**src/rtl/execute_stage_pipe.sv**
```systemverilog
// Integer execute stage: ALU, icc register, Bicc/CALL resolution, multi-cycle
// multiply. One instruction in flight, one output register toward memory.
//
// state   | meaning
// --------+---------------------------------------------------------------
// ST_IDLE | ready for a new instruction once the output register is free
// ST_MUL  | multiply in progress; cnt_q counts down to the load cycle
module execute_stage_pipe #(
    parameter int DATA_WIDTH = 32,
    parameter int PC_WIDTH   = 64,
    parameter int DISP_WIDTH = 30,
    parameter int MUL_CYCLES = 4
) (
    input  logic                  clk,
    input  logic                  reset,
    input  logic                  flush,
    input  logic                  in_valid,
    output logic                  in_ready,
    input  logic [PC_WIDTH-1:0]   in_pc,
    input  logic [3:0]            in_op,
    input  logic [DATA_WIDTH-1:0] in_a,
    input  logic [DATA_WIDTH-1:0] in_b,
    input  logic                  in_set_cc,
    input  logic [3:0]            in_cond,
    input  logic                  in_annul,
    input  logic [DISP_WIDTH-1:0] in_disp,
    input  logic [4:0]            in_rd,
    output logic                  out_valid,
    input  logic                  out_ready,
    output logic [DATA_WIDTH-1:0] out_result,
    output logic [DATA_WIDTH-1:0] out_result_hi,
    output logic [4:0]            out_rd,
    output logic                  out_taken,
    output logic [PC_WIDTH-1:0]   out_target,
    output logic                  out_annul,
    output logic [3:0]            out_icc
);
    localparam int SH_W  = $clog2(DATA_WIDTH);
    localparam int CNT_W = $clog2(MUL_CYCLES + 1);
    localparam int MSB   = DATA_WIDTH - 1;

    localparam logic [3:0] OP_ADD = 4'd0,  OP_SUB  = 4'd1,  OP_AND  = 4'd2,  OP_OR   = 4'd3;
    localparam logic [3:0] OP_XOR = 4'd4,  OP_ANDN = 4'd5,  OP_ORN  = 4'd6,  OP_SLL  = 4'd7;
    localparam logic [3:0] OP_SRL = 4'd8,  OP_SRA  = 4'd9,  OP_PASS = 4'd10, OP_UMUL = 4'd11;
    localparam logic [3:0] OP_SMUL = 4'd12, OP_BICC = 4'd13, OP_CALL = 4'd14;

    typedef enum logic {ST_IDLE = 1'b0, ST_MUL = 1'b1} state_t;

    state_t                  state_q, state_d;
    logic [CNT_W-1:0]        cnt_q, cnt_d;
    logic                    out_valid_q, out_valid_d;
    logic [DATA_WIDTH-1:0]   result_q, result_d, result_hi_q, result_hi_d;
    logic [4:0]              rd_q, rd_d, mul_rd_q, mul_rd_d;
    logic                    taken_q, taken_d, annul_q, annul_d;
    logic [PC_WIDTH-1:0]     target_q, target_d;
    logic [3:0]              icc_q, icc_d;
    logic [DATA_WIDTH-1:0]   mul_a_q, mul_a_d, mul_b_q, mul_b_d;
    logic                    mul_signed_q, mul_signed_d, mul_set_cc_q, mul_set_cc_d;

    logic [DATA_WIDTH:0]     add_full;
    logic [DATA_WIDTH-1:0]   sub_diff, alu_res;
    logic [SH_W-1:0]         sh_amt;
    logic [PC_WIDTH-1:0]     disp_ext, br_target, ctl_target;
    logic                    alu_v, alu_c, cond_base, cond_true, ctl_taken, ctl_annul;
    logic [3:0]              alu_icc, mul_icc;
    logic                    xfer, is_mul, cc_en;
    logic [2*DATA_WIDTH-1:0] mul_ext_a, mul_ext_b, mul_prod;

    assign add_full  = {1'b0, in_a} + {1'b0, in_b};
    assign sub_diff  = in_a - in_b;
    assign sh_amt    = in_b[SH_W-1:0];
    assign disp_ext  = PC_WIDTH'($signed(in_disp));
    assign br_target = in_pc + (disp_ext << 2);
    assign is_mul    = (in_op == OP_UMUL) || (in_op == OP_SMUL);
    // Only ALU and multiply ops (codes 0..12) may write icc.
    assign cc_en     = in_set_cc && (in_op <= OP_SMUL);

    assign in_ready = !reset && (state_q == ST_IDLE) && !flush && (!out_valid_q || out_ready);
    assign xfer     = in_valid && in_ready;

    // The multiplier works from operands captured at acceptance; the product
    // is only consumed on the final counter cycle.
    assign mul_ext_a = mul_signed_q ? {{DATA_WIDTH{mul_a_q[MSB]}}, mul_a_q} : {{DATA_WIDTH{1'b0}}, mul_a_q};
    assign mul_ext_b = mul_signed_q ? {{DATA_WIDTH{mul_b_q[MSB]}}, mul_b_q} : {{DATA_WIDTH{1'b0}}, mul_b_q};
    assign mul_prod  = mul_ext_a * mul_ext_b;
    assign mul_icc   = {mul_prod[MSB], mul_prod[MSB:0] == '0, 2'b00};

    // Single-cycle ALU, condition evaluation against the current icc, and control transfer.
    always_comb begin
        alu_res    = '0;
        alu_v      = 1'b0;
        alu_c      = 1'b0;
        ctl_taken  = 1'b0;
        ctl_target = '0;
        ctl_annul  = 1'b0;
        case (in_cond[2:0])
            3'd0:    cond_base = 1'b0;
            3'd1:    cond_base = icc_q[2];
            3'd2:    cond_base = icc_q[2] | (icc_q[3] ^ icc_q[1]);
            3'd3:    cond_base = icc_q[3] ^ icc_q[1];
            3'd4:    cond_base = icc_q[0] | icc_q[2];
            3'd5:    cond_base = icc_q[0];
            3'd6:    cond_base = icc_q[3];
            default: cond_base = icc_q[1];
        endcase
        cond_true = cond_base ^ in_cond[3];
        case (in_op)
            OP_ADD: begin
                alu_res = add_full[MSB:0];
                alu_c   = add_full[DATA_WIDTH];
                alu_v   = (in_a[MSB] == in_b[MSB]) && (add_full[MSB] != in_a[MSB]);
            end
            OP_SUB: begin
                alu_res = sub_diff;
                alu_c   = in_a < in_b;
                alu_v   = (in_a[MSB] != in_b[MSB]) && (sub_diff[MSB] != in_a[MSB]);
            end
            OP_AND:  alu_res = in_a & in_b;
            OP_OR:   alu_res = in_a | in_b;
            OP_XOR:  alu_res = in_a ^ in_b;
            OP_ANDN: alu_res = in_a & ~in_b;
            OP_ORN:  alu_res = in_a | ~in_b;
            OP_SLL:  alu_res = in_a << sh_amt;
            OP_SRL:  alu_res = in_a >> sh_amt;
            OP_SRA:  alu_res = $unsigned($signed(in_a) >>> sh_amt);
            OP_PASS: alu_res = in_b;
            OP_BICC: begin
                ctl_taken  = cond_true;
                ctl_target = br_target;
                ctl_annul  = in_annul && (!cond_true || (in_cond == 4'd8));
            end
            OP_CALL: begin
                ctl_taken  = 1'b1;
                ctl_target = br_target;
                alu_res    = DATA_WIDTH'(in_pc);
            end
            default: alu_res = '0;
        endcase
        alu_icc = {alu_res[MSB], alu_res == '0, alu_v, alu_c};
    end

    // Next-state: handshake on the output register, multiply countdown, flush override.
    always_comb begin
        state_d      = state_q;
        cnt_d        = cnt_q;
        out_valid_d  = out_valid_q;
        result_d     = result_q;
        result_hi_d  = result_hi_q;
        rd_d         = rd_q;
        taken_d      = taken_q;
        target_d     = target_q;
        annul_d      = annul_q;
        icc_d        = icc_q;
        mul_a_d      = mul_a_q;
        mul_b_d      = mul_b_q;
        mul_signed_d = mul_signed_q;
        mul_set_cc_d = mul_set_cc_q;
        mul_rd_d     = mul_rd_q;
        if (out_valid_q && out_ready) begin
            out_valid_d = 1'b0;
        end
        case (state_q)
            ST_IDLE: begin
                if (xfer && is_mul) begin
                    state_d      = ST_MUL;
                    cnt_d        = CNT_W'(MUL_CYCLES - 1);
                    mul_a_d      = in_a;
                    mul_b_d      = in_b;
                    mul_signed_d = (in_op == OP_SMUL);
                    mul_set_cc_d = in_set_cc;
                    mul_rd_d     = in_rd;
                end else if (xfer) begin
                    out_valid_d = 1'b1;
                    result_d    = alu_res;
                    result_hi_d = '0;
                    rd_d        = in_rd;
                    taken_d     = ctl_taken;
                    target_d    = ctl_target;
                    annul_d     = ctl_annul;
                    if (cc_en) begin
                        icc_d = alu_icc;
                    end
                end
            end
            ST_MUL: begin
                cnt_d = cnt_q - CNT_W'(1);
                if ((cnt_q == CNT_W'(1)) && !flush) begin
                    state_d     = ST_IDLE;
                    out_valid_d = 1'b1;
                    result_d    = mul_prod[MSB:0];
                    result_hi_d = mul_prod[2*DATA_WIDTH-1:DATA_WIDTH];
                    rd_d        = mul_rd_q;
                    taken_d     = 1'b0;
                    target_d    = '0;
                    annul_d     = 1'b0;
                    if (mul_set_cc_q) begin
                        icc_d = mul_icc;
                    end
                end
            end
            default: state_d = ST_IDLE;
        endcase
        // A flushed multiply never reaches the output register nor icc.
        if (flush) begin
            state_d     = ST_IDLE;
            cnt_d       = '0;
            out_valid_d = 1'b0;
        end
    end

    // State and output registers with synchronous reset.
    always_ff @(posedge clk) begin
        if (reset) begin
            state_q      <= ST_IDLE;
            cnt_q        <= '0;
            out_valid_q  <= 1'b0;
            result_q     <= '0;
            result_hi_q  <= '0;
            rd_q         <= '0;
            taken_q      <= 1'b0;
            target_q     <= '0;
            annul_q      <= 1'b0;
            icc_q        <= '0;
            mul_a_q      <= '0;
            mul_b_q      <= '0;
            mul_signed_q <= 1'b0;
            mul_set_cc_q <= 1'b0;
            mul_rd_q     <= '0;
        end else begin
            state_q      <= state_d;
            cnt_q        <= cnt_d;
            out_valid_q  <= out_valid_d;
            result_q     <= result_d;
            result_hi_q  <= result_hi_d;
            rd_q         <= rd_d;
            taken_q      <= taken_d;
            target_q     <= target_d;
            annul_q      <= annul_d;
            icc_q        <= icc_d;
            mul_a_q      <= mul_a_d;
            mul_b_q      <= mul_b_d;
            mul_signed_q <= mul_signed_d;
            mul_set_cc_q <= mul_set_cc_d;
            mul_rd_q     <= mul_rd_d;
        end
    end

    assign out_valid     = out_valid_q;
    assign out_result    = result_q;
    assign out_result_hi = result_hi_q;
    assign out_rd        = rd_q;
    assign out_taken     = taken_q;
    assign out_target    = target_q;
    assign out_annul     = annul_q;
    assign out_icc       = icc_q;
endmodule

```
**config.mk**
```make
export PLATFORM = sky130hd
export DESIGN_NAME = execute_stage_pipe
export DESIGN_NICKNAME = d
export VERILOG_FILES = /design/src/rtl/execute_stage_pipe.sv
export SDC_FILE = /design/constraint.sdc
export NUM_CORES = 2
export LEC_CHECK = 0
export BUFFER_PORTS_ARGS = -buffer_cell sky130_fd_sc_hd__buf_4
export CELL_PAD_IN_SITES_DETAIL_PLACEMENT = 0
export CELL_PAD_IN_SITES_GLOBAL_PLACEMENT = 1
export CORE_UTILIZATION = 46
export CTS_BUF_LIST = sky130_fd_sc_hd__clkbuf_2
export DETAILED_ROUTE_END_ITERATION = 12
export MAX_ROUTING_LAYER = met4
export PLACE_DENSITY_LB_ADDON = 0.3
export SYNTH_ARGS = -nofsm -noshare
export SYNTH_HDL_FRONTEND = slang
export SYNTH_SLANG_ARGS = --single-unit
```
**constraint.sdc**
```tcl
create_clock -name clk -period 9 [get_ports clk]
set_clock_uncertainty 0.05 [all_clocks]
set_input_delay 1.8 -clock clk [delete_from_list [all_inputs] [get_ports clk]]
set_output_delay 1.8 -clock clk [all_outputs]
set_load 0.01 [all_outputs]
```
==> results.sh <==
export IMPL_worst_hold_path_type="reg2reg"
export IMPL_drt_iter0_drc=5256
export IMPL_synth_top_cell_area_share=0.415
export IMPL_yosysMostFrequentCell="inv_1"
export IMPL_regArea_sq_mm=0.00435
export IMPL_syn_nets=9931
export IMPL_synth_common_cells="inv_1 (1581), fa_1 (1422), nand2_1 (868)"
export IMPL_required_ns=10.06
export IMPL_ys_flop_type="dfxtp_1"
export IMPL_nFillCells=14100
export IMPL_ioPinCount=319
export IMPL_root_buffer="clkbuf_2"
export IMPL_start_util=0.464
export IMPL_criticalPathCategory="reg2reg"
export IMPL_synth_area_sq_mm=0.0685
export IMPL_relSlewSlack=0.107
export IMPL_gp_congestion=1.04
export IMPL_dpl_hpwl_mm=219
export IMPL_ys_warn_count=0
export IMPL_fp_coreArea_sq_mm=0.148
export IMPL_insertion_delay_ns=1.31
export IMPL_path_buf_inv=7
export IMPL_status="complete, but fails checks"
export IMPL_die_w_um=388
export IMPL_ys_async_sr_fraction=0
export IMPL_yosysSeqAreaShare=0.0628
export IMPL_synthTopCellsByArea="fa_1 (42%), inv_1 (8.7%), ha_1 (8.0%), dfxtp_1 (6.3%), and2_1 (5.8%)"
export IMPL_slew_violations=0
export IMPL_cts_max_path_buffers=3
export IMPL_hold_violations=0
export IMPL_drc_errors=3
export IMPL_violations="design-rule violations"
export IMPL_nNetsFinal=10300
export IMPL_ctsHoldBuffers=0
export IMPL_period_share=0.970
export IMPL_tritoncts="built"
export IMPL_max_freq_mhz=115
export IMPL_drt_pass1_iter_count=10
export IMPL_antenna_found_initial=9
export IMPL_grt_pass1_wl_mm=395
export IMPL_ant_nets=0
export IMPL_cellLeakagePower_nw=38.5
export IMPL_htree_levels=3
export IMPL_grt_pass1_vias=60700
export IMPL_fin_util=0.518
export IMPL_cp_start_kind="register"
export IMPL_cts_made_buffers=71
export IMPL_yosys_register_bits=215
export IMPL_rows=141
export IMPL_crit_fanout=11
export IMPL_die_h_um=388
export IMPL_finalPower_mw=3.09
export IMPL_rsz0062_at_grt="yes"
export IMPL_synthToLayoutAreaGrowth_pct=11.8
export IMPL_path_clk_slew_ns=0.09
export IMPL_synth_enable_flop_cells=0
export IMPL_syn_area_per_cell_sq_um=8.68
export IMPL_synthDistinctLibCells=89
export IMPL_vdd_ir_drop_max_uv=74.2
export IMPL_die_area_sq_mm=0.151
export IMPL_grtUsageTotal=0.362
export IMPL_period_minus_slack_ns=8.73
export IMPL_avgViaCountPerCell=5.68
export IMPL_slowest_stage="fa_1"
export IMPL_grt_max_degree=60
export IMPL_routedWlPerCell_um=25.4
export IMPL_end_kind="register"
export IMPL_drive_gt1_frac=0.130
export IMPL_synth_top_area_cell="fa_1"
export IMPL_via_count=58000
export IMPL_max_stage_delay_ns=0.54
export IMPL_routed_wl_mm=260
export IMPL_crit_family="adder cells"
export IMPL_worstMarginPinSlew_ns=1.32
export IMPL_port_buffers=318
export IMPL_multi_input_area_sq_mm=0.0568
export IMPL_fin_setup_tns_ns=0
export IMPL_synthCells=7895
export IMPL_clock_sinks=215
export IMPL_critPathArrivalTime_ns=9.79
export IMPL_p_per_area_mw_per_mm2=40.3
export IMPL_cap_violations=0
export IMPL_grt_overflow=0
export IMPL_crit_top_cell="fa_1"
export IMPL_report_final_setup_viol=0
-- final cells by class --
cell class                      count  area share
Clock buffer                       90     0.00588
Inverter                         1585      0.0777
Timing Repair Buffer              747      0.0840
Multi-Input combinational cell   5613       0.742
Tap cell                         1930      0.0315
Antenna cell                       11    0.000359
Clock inverter                     23     0.00176
Sequential cell                   215      0.0567
-- layout by cell type (no fill, tap or decap), types with 90 or more instances in the layout --
master    instances
a21o_1          126
a21oi_1         361
and2_1          630
buf_4           673
clkbuf_2         90
dfxtp_1         192
fa_1           1378
ha_1            431
inv_1          1567
nand2_1         856
nor2_1          338
o21ai_0         205
xnor2_1         132
-- worst register-to-register path, delay by kind of cell (launching register included) --
kind	cells	cell delay, ns
compound gates	11	1.80
buf+inv	7	0.75
flops	1	0.37
xor+xnor	1	0.16
fa+ha+maj	11	5.21
simple gates	2	0.28
-- power by group --
group          switching [mW]  internal (mW)
sequential             0.0134          0.963
combinational           0.816          0.437
clock                   0.554          0.305
-- logic make-up (layout without fill, tap and decap cells) --
family | Yosys count | in the layout | synth area share
other cells | 0 | 11 | 0
mux | 137 | 137 | 0.0302
xor+xnor | 183 | 183 | 0.0234
flops | 215 | 215 | 0.0628
simple gates | 2196 | 2196 | 0.155
fa+ha+maj | 1864 | 1864 | 0.496
buf+inv | 2067 | 2445 | 0.114
compound gates | 1233 | 1233 | 0.118
-- worst paths after layout --
check                                         end          from  cells after the start  slack [ns]
worst min-delay path                 mul_set_cc_q  mul_set_cc_q                      2        0.41
worst min register to register       mul_set_cc_q  mul_set_cc_q                      2        0.41
worst max register to register  out_result_hi[26]    mul_b_q[7]                     32        0.27
worst max-delay path            out_result_hi[26]    mul_b_q[7]                     32        0.27
-- per-layer routing --
metal | up-vias | track usage | part of all wire | wire, um
li1 | 25400 | - | - | -
met3 | 395 | 0.0991 | 0.11 | 29000
met2 | 2716 | 0.505 | 0.42 | 108000
met4 | 0 | 0.110 | 0.035 | 8960
met5 | - | - | 0 | 0
met1 | 29500 | 0.508 | 0.44 | 114000
-- what timing repair did --
item,CTS,global route
buffers inserted,0,16
cloned,0,3
setup endpoints to repair,13,21
pin swaps,0,55
gates resized for setup,5,154
-- stage by stage --
stage / hold WS [ns] / instance area (sq um) / cells / setup WS (ns)
floorplan: 0.382 / 68500 / 7895 / 0.0871
global placement: 0.388 / 75300 / 10100 / -0.256
detailed placement: 0.395 / 75300 / 10100 / -0.259
CTS: 0.408 / 75900 / 10200 / -0.0112
global route: 0.431 / 76600 / 10200 / -0.0596
finish: 0.407 / 76600 / 10200 / 0.269
-- state kept, by name, summed over array words and instances, names as in the netlist, 3 cells and up --
register       count
cnt_q              3
mul_a_q           32
mul_b_q           32
mul_rd_q           5
out_icc            4
out_rd             5
out_result        32
out_result_hi     32
out_target        64
Power figures use the tool's default switching activity.
